--- config.mk ---
export PLATFORM = sky130hd
export DESIGN_NAME = ws2812_tx
export DESIGN_NICKNAME = d
export VERILOG_FILES = /design/src/rtl/ws2812_tx.sv
export SDC_FILE = /design/constraint.sdc
export NUM_CORES = 1
export LEC_CHECK = 0
export CAP_MARGIN = 15
export CORE_ASPECT_RATIO = 1.1
export CORE_UTILIZATION = 45
export CTS_CLUSTER_SIZE = 30
export DETAILED_ROUTE_END_ITERATION = 16
export PLACE_DENSITY = 0.67
export REMOVE_ABC_BUFFERS = 1
export SETUP_SLACK_MARGIN = 0.15
export SLEW_MARGIN = 20
export SYNTH_ARGS = -nofsm -noshare
export SYNTH_HDL_FRONTEND = slang
export SYNTH_SLANG_ARGS = --single-unit
export TNS_END_PERCENT = 100
--- constraint.sdc ---
create_clock -name clk -period 3.1 [get_ports clk]
set_input_delay 0.31 -clock clk [delete_from_list [all_inputs] [get_ports clk]]
set_output_delay 0.31 -clock clk [all_outputs]
set_load 0.005 [all_outputs]
--- src/rtl/ws2812_tx.sv ---
// WS2812 serial transmitter: buffers colour bytes, then streams
// them MSB first as timed high/low bit periods followed by a latch gap.
module ws2812_tx #(
  parameter int LED_CNT = 3,
  parameter int T0H     = 20,
  parameter int T0L     = 42,
  parameter int T1H     = 40,
  parameter int T1L     = 22,
  parameter int RES_CYC = 3000
) (
  input  logic       clk,
  input  logic       reset,
  input  logic [7:0] byte_i,
  input  logic       byte_valid_i,
  input  logic       frame_end_i,
  output logic       led_o,
  output logic       busy_o,
  output logic       overflow_o
);

  localparam int DEPTH  = LED_CNT * 3;
  localparam int TMAX_A = (T0H > T0L) ? T0H : T0L;
  localparam int TMAX_B = (T1H > T1L) ? T1H : T1L;
  localparam int TMAX_C = (TMAX_A > TMAX_B) ? TMAX_A : TMAX_B;
  localparam int TMAX   = (TMAX_C > RES_CYC) ? TMAX_C : RES_CYC;
  localparam int CW     = $clog2(TMAX + 1);
  localparam int PW     = $clog2(DEPTH + 1);
  localparam int IW     = (DEPTH > 1) ? $clog2(DEPTH) : 1;

  typedef logic [CW-1:0] cnt_t;

  localparam cnt_t C_T0H = cnt_t'(T0H);
  localparam cnt_t C_T0L = cnt_t'(T0L);
  localparam cnt_t C_T1H = cnt_t'(T1H);
  localparam cnt_t C_T1L = cnt_t'(T1L);
  localparam cnt_t C_RES = cnt_t'(RES_CYC);

  typedef enum logic [2:0] {
    IDLE,
    LOAD,
    HIGH,
    LOW,
    LATCH
  } state_t;

  state_t        state;
  state_t        state_next;
  logic [7:0]    mem [DEPTH];
  logic [PW-1:0] wr_ptr;
  logic [PW-1:0] n_len;
  logic [IW-1:0] rd_ptr;
  logic [IW-1:0] rd_nxt;
  logic [2:0]    bit_idx;
  logic [7:0]    shreg;
  logic [7:0]    nxt_byte;
  cnt_t          cnt;
  logic          wr_ok;
  logic          frame_go;
  logic          cnt_done;
  logic          last_bit;
  logic          last_byte;

  function automatic cnt_t hi_len(input logic b);
    return b ? C_T1H : C_T0H;
  endfunction

  function automatic cnt_t lo_len(input logic b);
    return b ? C_T1L : C_T0L;
  endfunction

  assign busy_o = (state != IDLE);

  always_comb begin
    wr_ok     = 1'b0;
    frame_go  = 1'b0;
    cnt_done  = 1'b0;
    last_bit  = 1'b0;
    last_byte = 1'b0;
    rd_nxt    = '0;
    nxt_byte  = '0;
    wr_ok     = byte_valid_i && (state == IDLE)
                && (wr_ptr < PW'(DEPTH));
    // a byte arriving with the stop strobe counts toward the frame
    frame_go  = frame_end_i && (state == IDLE)
                && ((wr_ptr != '0) || wr_ok);
    cnt_done  = (cnt <= cnt_t'(1));
    last_bit  = (bit_idx == 3'd0);
    last_byte = ((PW'(rd_ptr) + PW'(1)) == n_len);
    rd_nxt    = (rd_ptr == IW'(DEPTH - 1)) ? '0
                                           : rd_ptr + IW'(1);
    nxt_byte  = mem[rd_nxt];
  end

  always_comb begin
    state_next = state;
    unique case (state)
      IDLE: begin
        if (frame_go) state_next = LOAD;
      end
      LOAD: begin
        state_next = HIGH;
      end
      HIGH: begin
        if (cnt_done) state_next = LOW;
      end
      LOW: begin
        if (cnt_done) begin
          if (last_bit && last_byte) state_next = LATCH;
          else                       state_next = HIGH;
        end
      end
      LATCH: begin
        if (cnt_done) state_next = IDLE;
      end
      default: state_next = IDLE;
    endcase
  end

  always_ff @(posedge clk) begin
    if (reset) state <= IDLE;
    else       state <= state_next;
  end

  // buffer is deliberately outside reset
  always_ff @(posedge clk) begin
    if (!reset && wr_ok) mem[wr_ptr[IW-1:0]] <= byte_i;
  end

  always_ff @(posedge clk) begin
    if (reset) begin
      led_o      <= 1'b0;
      overflow_o <= 1'b0;
      wr_ptr     <= '0;
      n_len      <= '0;
      rd_ptr     <= '0;
      bit_idx    <= '0;
      shreg      <= '0;
      cnt        <= '0;
    end else begin
      led_o <= (state == HIGH);
      if (byte_valid_i && !wr_ok) overflow_o <= 1'b1;
      if (wr_ok) wr_ptr <= wr_ptr + PW'(1);
      unique case (state)
        IDLE: begin
          if (frame_go) begin
            n_len  <= wr_ptr + PW'(wr_ok);
            rd_ptr <= '0;
          end
        end
        LOAD: begin
          shreg   <= mem[0];
          bit_idx <= 3'd7;
          cnt     <= hi_len(mem[0][7]);
        end
        HIGH: begin
          if (cnt_done) cnt <= lo_len(shreg[7]);
          else          cnt <= cnt - cnt_t'(1);
        end
        LOW: begin
          if (!cnt_done) begin
            cnt <= cnt - cnt_t'(1);
          end else if (!last_bit) begin
            shreg   <= {shreg[6:0], 1'b0};
            bit_idx <= bit_idx - 3'd1;
            cnt     <= hi_len(shreg[6]);
          end else if (!last_byte) begin
            // next byte prefetched so the bit stream has no gap
            rd_ptr  <= rd_nxt;
            shreg   <= nxt_byte;
            bit_idx <= 3'd7;
            cnt     <= hi_len(nxt_byte[7]);
          end else begin
            cnt <= C_RES;
          end
        end
        LATCH: begin
          if (!cnt_done) begin
            cnt <= cnt - cnt_t'(1);
          end else begin
            cnt    <= '0;
            wr_ptr <= '0;
          end
        end
        default: ;
      endcase
    end
  end

endmodule

==> results.sh, run 1 <==
export IMPL_p_comb_share_pct=34.8
export IMPL_rsz0062_at_grt="false"
export IMPL_slew_headroom_pct=44.3
export IMPL_grt_pass1_wl_um=18900
export IMPL_powerDensity_nw_per_um2=776
export IMPL_pre_cts_slack_ns=0.703
export IMPL_gp_congestion=0.917
export IMPL_clockRootBuffer="clkbuf_16"
export IMPL_nNetsFinal=524
export IMPL_use_met1_pct=25.6
export IMPL_yosys_top_cells_count="edfxtp_1 (72), nor2_1 (50), dfxtp_1 (40)"
export IMPL_finish_utilization_pct=51.9
export IMPL_synthFlopType="edfxtp_1"
export IMPL_hpwl_um=8280
export IMPL_r2r_slack_ns=0.67
export IMPL_final_setup_skew_ns=0.0128
export IMPL_insertion_delay_ns=0.36
export IMPL_cp_required_ns=3.34
export IMPL_hp_class="flip-flop to flip-flop"
export IMPL_antenna_cells=0
export IMPL_clkPwrFrac_pct=24.1
export IMPL_cts_tree="yes"
export IMPL_first_pass_iters=5
export IMPL_worstPathMaxFanout=9
export IMPL_cts_resized_gates=0
export IMPL_cts_clk_slew_worst_paths_ns=0.08
export IMPL_crit_arrival_ns=2.67
export IMPL_syn_to_final_growth_pct=10.5
export IMPL_switchingPower_mw=1.74
export IMPL_synthCells=490
export IMPL_fmaxAchievable_mhz=412
export IMPL_status="completed"
export IMPL_drc=0
export IMPL_wirelength_um=11500
export IMPL_setup_slack_ns=0.674
export IMPL_use_met2_pct=31.4
export IMPL_yosys_warnings=0
export IMPL_start_kind="flip-flop"
export IMPL_cp_end_kind="flip-flop"
export IMPL_min_period_over_period_pct=78.3
export IMPL_slew_viol_final=0
export IMPL_synth_top_area_share_pct=39.5
export IMPL_cts_made_buffers=9
export IMPL_start_util_pct=47.0
export IMPL_avgViaCountPerCell=5.92
export IMPL_intPower_mw=2.94
export IMPL_yosys_area_top_type="edfxtp_1"
export IMPL_grt_pass1_vias=3732
export IMPL_max_cap_viol_count=0
export IMPL_synth_area_um2=5470
export IMPL_vias=3870
export IMPL_cts_htree_levels=3
export IMPL_grt_usage_pct=19.5
export IMPL_overflow=0
export IMPL_finalPower_mw=4.69
export IMPL_wl_per_cell_um=17.6
export IMPL_syn_area_per_cell_um2=11.2
export IMPL_grt_max_degree=40
export IMPL_finalHoldViolCount=0
export IMPL_hold_slack_ns=0.498
export IMPL_leakage_nw=2.05
export IMPL_clk_path_buf_depth=2
export IMPL_ys_ff_latch=112
export IMPL_portBuffers=14
export IMPL_ys_types=66
export IMPL_cts_sinks=112
export IMPL_pwr_share_seq_pct=41.1
export IMPL_pin_count=15
export IMPL_setup_tns_ns=0
export IMPL_die_x_um=107
export IMPL_busiest_layer="met2"
export IMPL_switching_share_pct=37.2
export IMPL_synth_edf_count=72
export IMPL_crit_type="flip-flop to flip-flop"
export IMPL_core_area_um2=11600
export IMPL_die_h_um=118
export IMPL_synth_most_common_cell="edfxtp_1"
export IMPL_post_cts_setup_buffer_count=0
export IMPL_worstMarginPinSlew_ns=0.830
export IMPL_use_met3_pct=3.82
export IMPL_fin_crit_ns=2.43
export IMPL_ir_worst_vdd_mv=0.514
export IMPL_grt_antenna_before_repair=0
export IMPL_rows=41
export IMPL_setup_viol=0
export IMPL_ant_nets=0
export IMPL_yosys_top_cells_area="edfxtp_1 (40%), dfxtp_1 (15%), mux2i_1 (3.5%), nor2_1 (3.4%), a21oi_1 (3.0%)"
export IMPL_postCtsHoldBufs=0
export IMPL_ys_seq_area_share_pct=54.2
export IMPL_drt_iter0_drc=306
export IMPL_fp_dieArea_um2=12600
export IMPL_synthArstFlopShare_pct=0
export IMPL_drive_gt1_share_pct=10.3
-- through the flow --
| stage | cells | instance area [µm²] |
|---|---|---|
| after floorplan | 463 | 5350 |
| after global placement | 638 | 5760 |
| final | 654 | 6040 |
| after global routing | 654 | 6040 |
| after detailed placement | 638 | 5760 |
| after CTS | 654 | 6040 |
-- state kept, by name, indices dropped and copies added (netlist names) --
name / count
bit_idx: 3
cnt: 12
led_o: 1
mem: 72
n_len: 4
overflow_o: 1
rd_ptr: 4
shreg: 8
state: 3
wr_ptr: 4
-- path summary, 6_finish.rpt --
path | end | depth (start not counted) | from
worst max-delay path | cnt[4] | 8 | rd_ptr[0]
worst min register to register | shreg[0] | 2 | shreg[0]
worst max register to register | cnt[4] | 8 | rd_ptr[0]
worst min-delay path | shreg[0] | 2 | shreg[0]
-- metal layers --
layer  vias up  wire length (µm)
met5         -                 0
met4         0               173
met3        13               459
met2        99              5680
met1      1890              5200
li1       1868                 -
-- worst max-delay path, cell delays in order, from the launching register on --
cell	delay, ns
dfxtp_1	0.41
inv_1	0.08
ha_1	0.22
nand3b_1	0.26
nand2_1	0.35
o311ai_1	0.23
mux2i_1	0.17
o41ai_1	0.47
a21oi_1	0.12
-- final cells by class --
cell class                      count  area, µm²
Clock buffer                       10        229
Tap cell                          150        188
Fill cell                         986       5600
Multi-Input combinational cell    337       2330
Timing Repair Buffer               25        223
Inverter                           14       52.6
Clock inverter                      6       56.3
Sequential cell                   112       2960
-- cells in the final DEF, fill, tap and decap left out, types with 5 or more instances in the layout --
master,n
inv_1,14
xnor2_1,5
ha_1,13
nand2b_1,7
mux2i_1,19
nor2_1,50
nand3_1,14
clkbuf_16,9
and2_1,13
o21ai_0,29
a21oi_1,33
nor4_1,5
o22ai_1,5
nand2_1,29
nor3_1,8
dfxtp_1,40
a311oi_1,12
buf_4,11
nor2b_1,5
a22oi_1,6
edfxtp_1,72
mux4_2,6
clkdlybuf4s50_1,14
xor2_1,5
-- cell families after synthesis --
group	Yosys count	share of synthesized area, %
buffers and inverters	41	3.20
flip-flops	112	54.2
AO/OA/AOI/OAI	123	15.1
AND/OR/NAND/NOR	161	15.8
adder cells (fa/ha/maj)	13	2.97
XOR/XNOR	11	2.01
multiplexers	29	6.77
-- power groups by stage --
stage,registers (mW),clock network (mW),logic (mW)
6_report,1.93,1.13,1.63
3_5_place_dp,1.96,0,1.61
4_1_cts,1.92,1.15,1.62
2_1_floorplan,1.91,0,1.14
3_3_place_gp,1.95,0,1.59
5_1_grt,1.96,1.20,1.82
(Power assumes the default switching activity.)
==> inputs of run 2 (changes only) <==
PLACE_DENSITY = 0.7   (was 0.67)
clock period = 2.1 ns   (was 3.1 ns; I/O delays follow)
==> results.sh, run 2 (synthesis gave the netlist of run 1 again) <==
export IMPL_postCtsHoldBufs=0
export IMPL_grt_pass1_vias=4260
export IMPL_worstMarginPinSlew_ns=0.467
export IMPL_drc=0
export IMPL_setup_tns_ns=0
export IMPL_hpwl_um=8940
export IMPL_start_util_pct=47.0
export IMPL_setup_viol=0
export IMPL_powerDensity_nw_per_um2=1190
export IMPL_fmaxAchievable_mhz=491
export IMPL_r2r_end="bit_idx[1]"
export IMPL_cts_sinks=112
export IMPL_crit_type="flip-flop to flip-flop"
export IMPL_status="completed"
export IMPL_cpPeakStageDelay_ns=0.35
export IMPL_fin_crit_ns=2.04
export IMPL_finish_utilization_pct=63.5
export IMPL_rows=41
export IMPL_fp_dieArea_um2=12600
export IMPL_avgViaCountPerCell=5.92
export IMPL_min_period_over_period_pct=97.0
export IMPL_hold_end="overflow_o"
export IMPL_final_setup_skew_ns=0.00884
export IMPL_cts_clk_slew_worst_paths_ns=0.08
export IMPL_start_kind="flip-flop"
export IMPL_wl_per_cell_um=18.9
export IMPL_wirelength_um=13900
export IMPL_nNetsFinal=606
export IMPL_gp_congestion=0.924
export IMPL_finalHoldViolCount=0
export IMPL_clk_path_buf_depth=2
export IMPL_grt_antenna_before_repair=0
export IMPL_cts_tree="yes"
export IMPL_whs_path_depth=2
export IMPL_grt_pass1_wl_um=21500
export IMPL_cp_num_buf_inv=4
export IMPL_max_cap_viol_count=0
export IMPL_largest_register_ffs=72
export IMPL_ir_worst_vdd_mv=0.804
export IMPL_cts_made_buffers=9
export IMPL_cp_cell_sequence="buf_4, nand3_1, xnor2_2, buf_4, o31ai_4, buf_6, buf_6, a21oi_4, nor2_1, a311oi_1"
export IMPL_final_common_cell="edfxtp_1"
export IMPL_portBuffers=14
export IMPL_grt_max_degree=22
export IMPL_leakage_nw=2.60
export IMPL_cp_required_ns=2.36
export IMPL_crit_start="rd_ptr[0]"
export IMPL_die_h_um=118
export IMPL_rsz0062_at_grt="true"
export IMPL_core_area_um2=11600
export IMPL_r2r_slack_ns=0.06
export IMPL_first_pass_iters=5
export IMPL_overflow=0
export IMPL_cp_end_kind="flip-flop"
export IMPL_antenna_cells=0
export IMPL_die_x_um=107
export IMPL_grt_usage_pct=22.2
export IMPL_clockRootBuffer="clkbuf_16"
export IMPL_ant_nets=0
export IMPL_drt_iter0_drc=250
export IMPL_cts_htree_levels=3
export IMPL_pin_count=15
export IMPL_drive_gt1_share_pct=37.7
export IMPL_cp_num_cells=10
export IMPL_hp_start="overflow_o"
export IMPL_crit_arrival_ns=2.30
export IMPL_hp_class="flip-flop to flip-flop"
export IMPL_vias=4354
export IMPL_slew_viol_final=0
export IMPL_insertion_delay_ns=0.37
export IMPL_slew_headroom_pct=68.9
export IMPL_layout_common_cells="edfxtp_1 (72), buf_4 (63), nor2_1 (42), dfxtp_1 (30), a21oi_1 (27)"
export IMPL_critPathTopFamily="buffers and inverters"
export IMPL_syn_to_final_growth_pct=35.3
export IMPL_r2r_start="rd_ptr[0]"
export IMPL_rr_worst_depth=10
export IMPL_slowest_stage="dfxtp_2"
export IMPL_worstPathMaxFanout=5
==> run 2: changes by cell type in the layout (fill, tap and decap cells not counted), sizes merged <==
cell      previous run  this run
buf                 11        89
a21oi               34        37
clkinv               0         2
clkbuf              10        11
clkinvlp             1         0
inv                 19        18
==> run 2: worst max path at each step <==
stage	endpoint	slack (ns)
after floorplan	bit_idx[2]	-0.82
after global routing	shreg[6]	-0.004
after detailed placement	bit_idx[2]	-0.20
after CTS	shreg[3]	0.09
after global placement	cnt[4]	-0.14
final	bit_idx[1]	0.06
==> run 2: power breakdown <==
part	total, mW	switching, mW	internal [mW]
clock network	1.71	0.867	0.844
registers	2.78	0.202	2.58
logic	4.32	2.32	1.99
total	8.81	3.39	5.41
==> run 2: metal layers <==
metal  vias to the layer above  wire length (µm)  track usage [%]
li1                       2043                 -                -
met1                      2135              5590             27.8
met2                       136              7240             36.2
met3                        40               614             3.71
met4                         0               484             12.2
met5                         -                 0                0
==> run 2: per-stage QoR <==
| step | worst slack [ns] | std cells | hold slack [ns] | instance area (µm²) | power [mW] |
|---|---|---|---|---|---|
| floorplan | -0.824 | 463 | 0.279 | 5350 | 4.50 |
| global placement | -0.138 | 688 | 0.462 | 6250 | 5.53 |
| detailed placement | -0.199 | 688 | 0.465 | 6250 | 5.60 |
| CTS | 0.0880 | 720 | 0.484 | 6920 | 8.03 |
| global route | -0.00444 | 736 | 0.504 | 7400 | 9.25 |
| finish | 0.0627 | 736 | 0.477 | 7400 | 8.81 |
==> run 2: area by class of cell <==
cell class,count,area [µm²]
fill,832,4250
timing repair buffer,104,1020
inverter,14,55.1
clock buffer,10,229
multi-input combinational,340,2870
clock inverter,6,65.1
sequential,112,2980
tap,150,188
==> run 2: tightest hold or removal path, cell delays in order, from the launching register on <==
cell,delay [ns]
dfxtp_1,0.34
a21oi_1,0.04
nor2_1,0.07
==> run 2: repair_timing <==
action | 4_1_cts | 5_1_grt
endpoints found under the setup margin | 60 | 99
pin swaps | 20 | 38
cloned | 3 | 1
buffers inserted | 13 | 15
gates resized for setup | 59 | 83
endpoints found under the hold margin | 0 | 0
==> inputs of run 3 (changes only) <==
CAP_MARGIN = not set   (was 15)
PLACE_DENSITY = not set   (was 0.7)
==> results.sh, run 3 (synthesis gave the netlist of run 1 again) <==
export IMPL_status="completed"
export IMPL_whs_path_depth=2
export IMPL_final_common_cell="edfxtp_1"
export IMPL_cp_cell_sequence="inv_2, ha_4, xnor2_2, nand3_2, nor2_1, o31ai_4, buf_4, o31ai_1"
export IMPL_setup_tns_ns=0
export IMPL_gp_congestion=0.856
export IMPL_cts_made_buffers=9
export IMPL_cpPeakStageDelay_ns=0.36
export IMPL_seq_area_um2=2980
export IMPL_cts_clk_slew_worst_paths_ns=0.08
export IMPL_wirelength_um=13500
export IMPL_slew_viol_final=0
export IMPL_grt_usage_pct=22.2
export IMPL_ir_worst_vdd_mv=1.33
export IMPL_setup_viol=0
export IMPL_final_setup_skew_ns=0.0113
export IMPL_max_cap_viol_count=0
export IMPL_clk_path_buf_depth=2
export IMPL_syn_to_final_growth_pct=28.7
export IMPL_core_area_um2=11600
export IMPL_fin_crit_ns=1.95
export IMPL_hp_start="shreg[0]"
export IMPL_avgViaCountPerCell=5.82
export IMPL_portBuffers=14
export IMPL_grt_pass1_vias=4072
export IMPL_fp_dieArea_um2=12600
export IMPL_slowest_stage="dfxtp_2"
export IMPL_hp_class="flip-flop to flip-flop"
export IMPL_start_kind="flip-flop"
export IMPL_crit_type="flip-flop to flip-flop"
export IMPL_cp_required_ns=2.36
export IMPL_vias=4189
export IMPL_finalHoldViolCount=0
export IMPL_finalPower_mw=7.85
export IMPL_crit_arrival_ns=2.20
export IMPL_fill_cells=926
export IMPL_crit_start="rd_ptr[0]"
export IMPL_clockRootBuffer="clkbuf_16"
export IMPL_start_util_pct=47.0
export IMPL_nNetsFinal=590
export IMPL_setup_slack_ns=0.154
export IMPL_powerDensity_nw_per_um2=1120
export IMPL_grt_antenna_before_repair=0
export IMPL_drt_iter0_drc=238
export IMPL_die_h_um=118
export IMPL_leakage_nw=2.48
export IMPL_grt_pass1_wl_um=20900
export IMPL_pin_count=15
export IMPL_drc=0
export IMPL_cp_end_kind="flip-flop"
export IMPL_grt_max_degree=41
export IMPL_finish_utilization_pct=60.4
export IMPL_wl_per_cell_um=18.7
export IMPL_slew_headroom_pct=69.0
export IMPL_insertion_delay_ns=0.36
export IMPL_multi_input_area_um2=2680
export IMPL_cts_tree="yes"
export IMPL_min_period_over_period_pct=92.7
export IMPL_ant_nets=0
export IMPL_rr_worst_depth=8
export IMPL_postCtsHoldBufs=0
export IMPL_hpwl_um=9210
export IMPL_antenna_cells=0
export IMPL_cts_sinks=112
export IMPL_die_x_um=107
export IMPL_fmaxAchievable_mhz=514
export IMPL_rsz0062_at_grt="true"
export IMPL_drive_gt1_share_pct=32.6
export IMPL_rows=41
export IMPL_first_pass_iters=4
export IMPL_worstPathMaxFanout=7
export IMPL_largest_register_ffs=72
export IMPL_layout_common_cells="edfxtp_1 (72), buf_4 (61), nor2_1 (46), a21oi_1 (31), dfxtp_1 (30)"
export IMPL_overflow=0
export IMPL_worstMarginPinSlew_ns=0.461
export IMPL_pre_cts_slack_ns=-0.111
export IMPL_cts_htree_levels=3
export IMPL_r2r_start="rd_ptr[0]"
## run 3: cell count changes in the layout (fill, tap and decap cells not counted), moves of 4 or more
cell     delta
a21oi_2     -4
buf_6      -10
a21oi_1     +4
nor4_4      -4
nor2_1      +4
## run 3: power breakdown
| group | leakage, nW | internal [mW] | switching [mW] |
|---|---|---|---|
| registers | 0.980 | 2.57 | 0.220 |
| logic | 1.37 | 1.52 | 1.89 |
| clock network | 0.133 | 0.818 | 0.832 |
## run 3: critical path: cells and delay by family, from the launching register on
family / cells / cell delay, ns
buffers and inverters: 2 / 0.23
AND/OR/NAND/NOR: 2 / 0.47
AO/OA/AOI/OAI: 2 / 0.35
flip-flops: 1 / 0.36
XOR/XNOR: 1 / 0.12
adder cells (fa/ha/maj): 1 / 0.32
## run 3: area by class of cell
class | count | area share [%]
timing repair buffer | 91 | 12.3
clock inverter | 7 | 0.782
clock buffer | 9 | 3.20
multi-input combinational | 337 | 38.0
tap | 150 | 2.67
inverter | 14 | 0.747
sequential | 112 | 42.3
## run 3: through the flow
stage	area [µm²]	hold slack [ns]	instances
after global placement	6290	0.458	692
after CTS	6750	0.498	714
after detailed placement	6290	0.477	692
after global routing	7040	0.523	720
after floorplan	5350	0.279	463
final	7040	0.495	720
## run 3: worst paths after layout
check	slack, ns	to
setup reg to reg	0.15	rd_ptr[0]
hold reg to reg	0.50	shreg[0]
setup / recovery	0.15	rd_ptr[0]
hold / removal	0.50	shreg[0]
## run 3: timing repair
action | in CTS | in global routing
buffers inserted | 5 | 6
pin swaps | 11 | 24
cloned | 1 | 0
endpoints found under the setup margin | 57 | 102
resized for setup | 34 | 63
## run 3: layer usage
| layer | wire (µm) | global-route usage [%] |
|---|---|---|
| met1 | 5560 | 27.1 |
| met2 | 6750 | 37.2 |
| met3 | 643 | 2.82 |
| met4 | 502 | 13.3 |
| met5 | 0 | 0 |
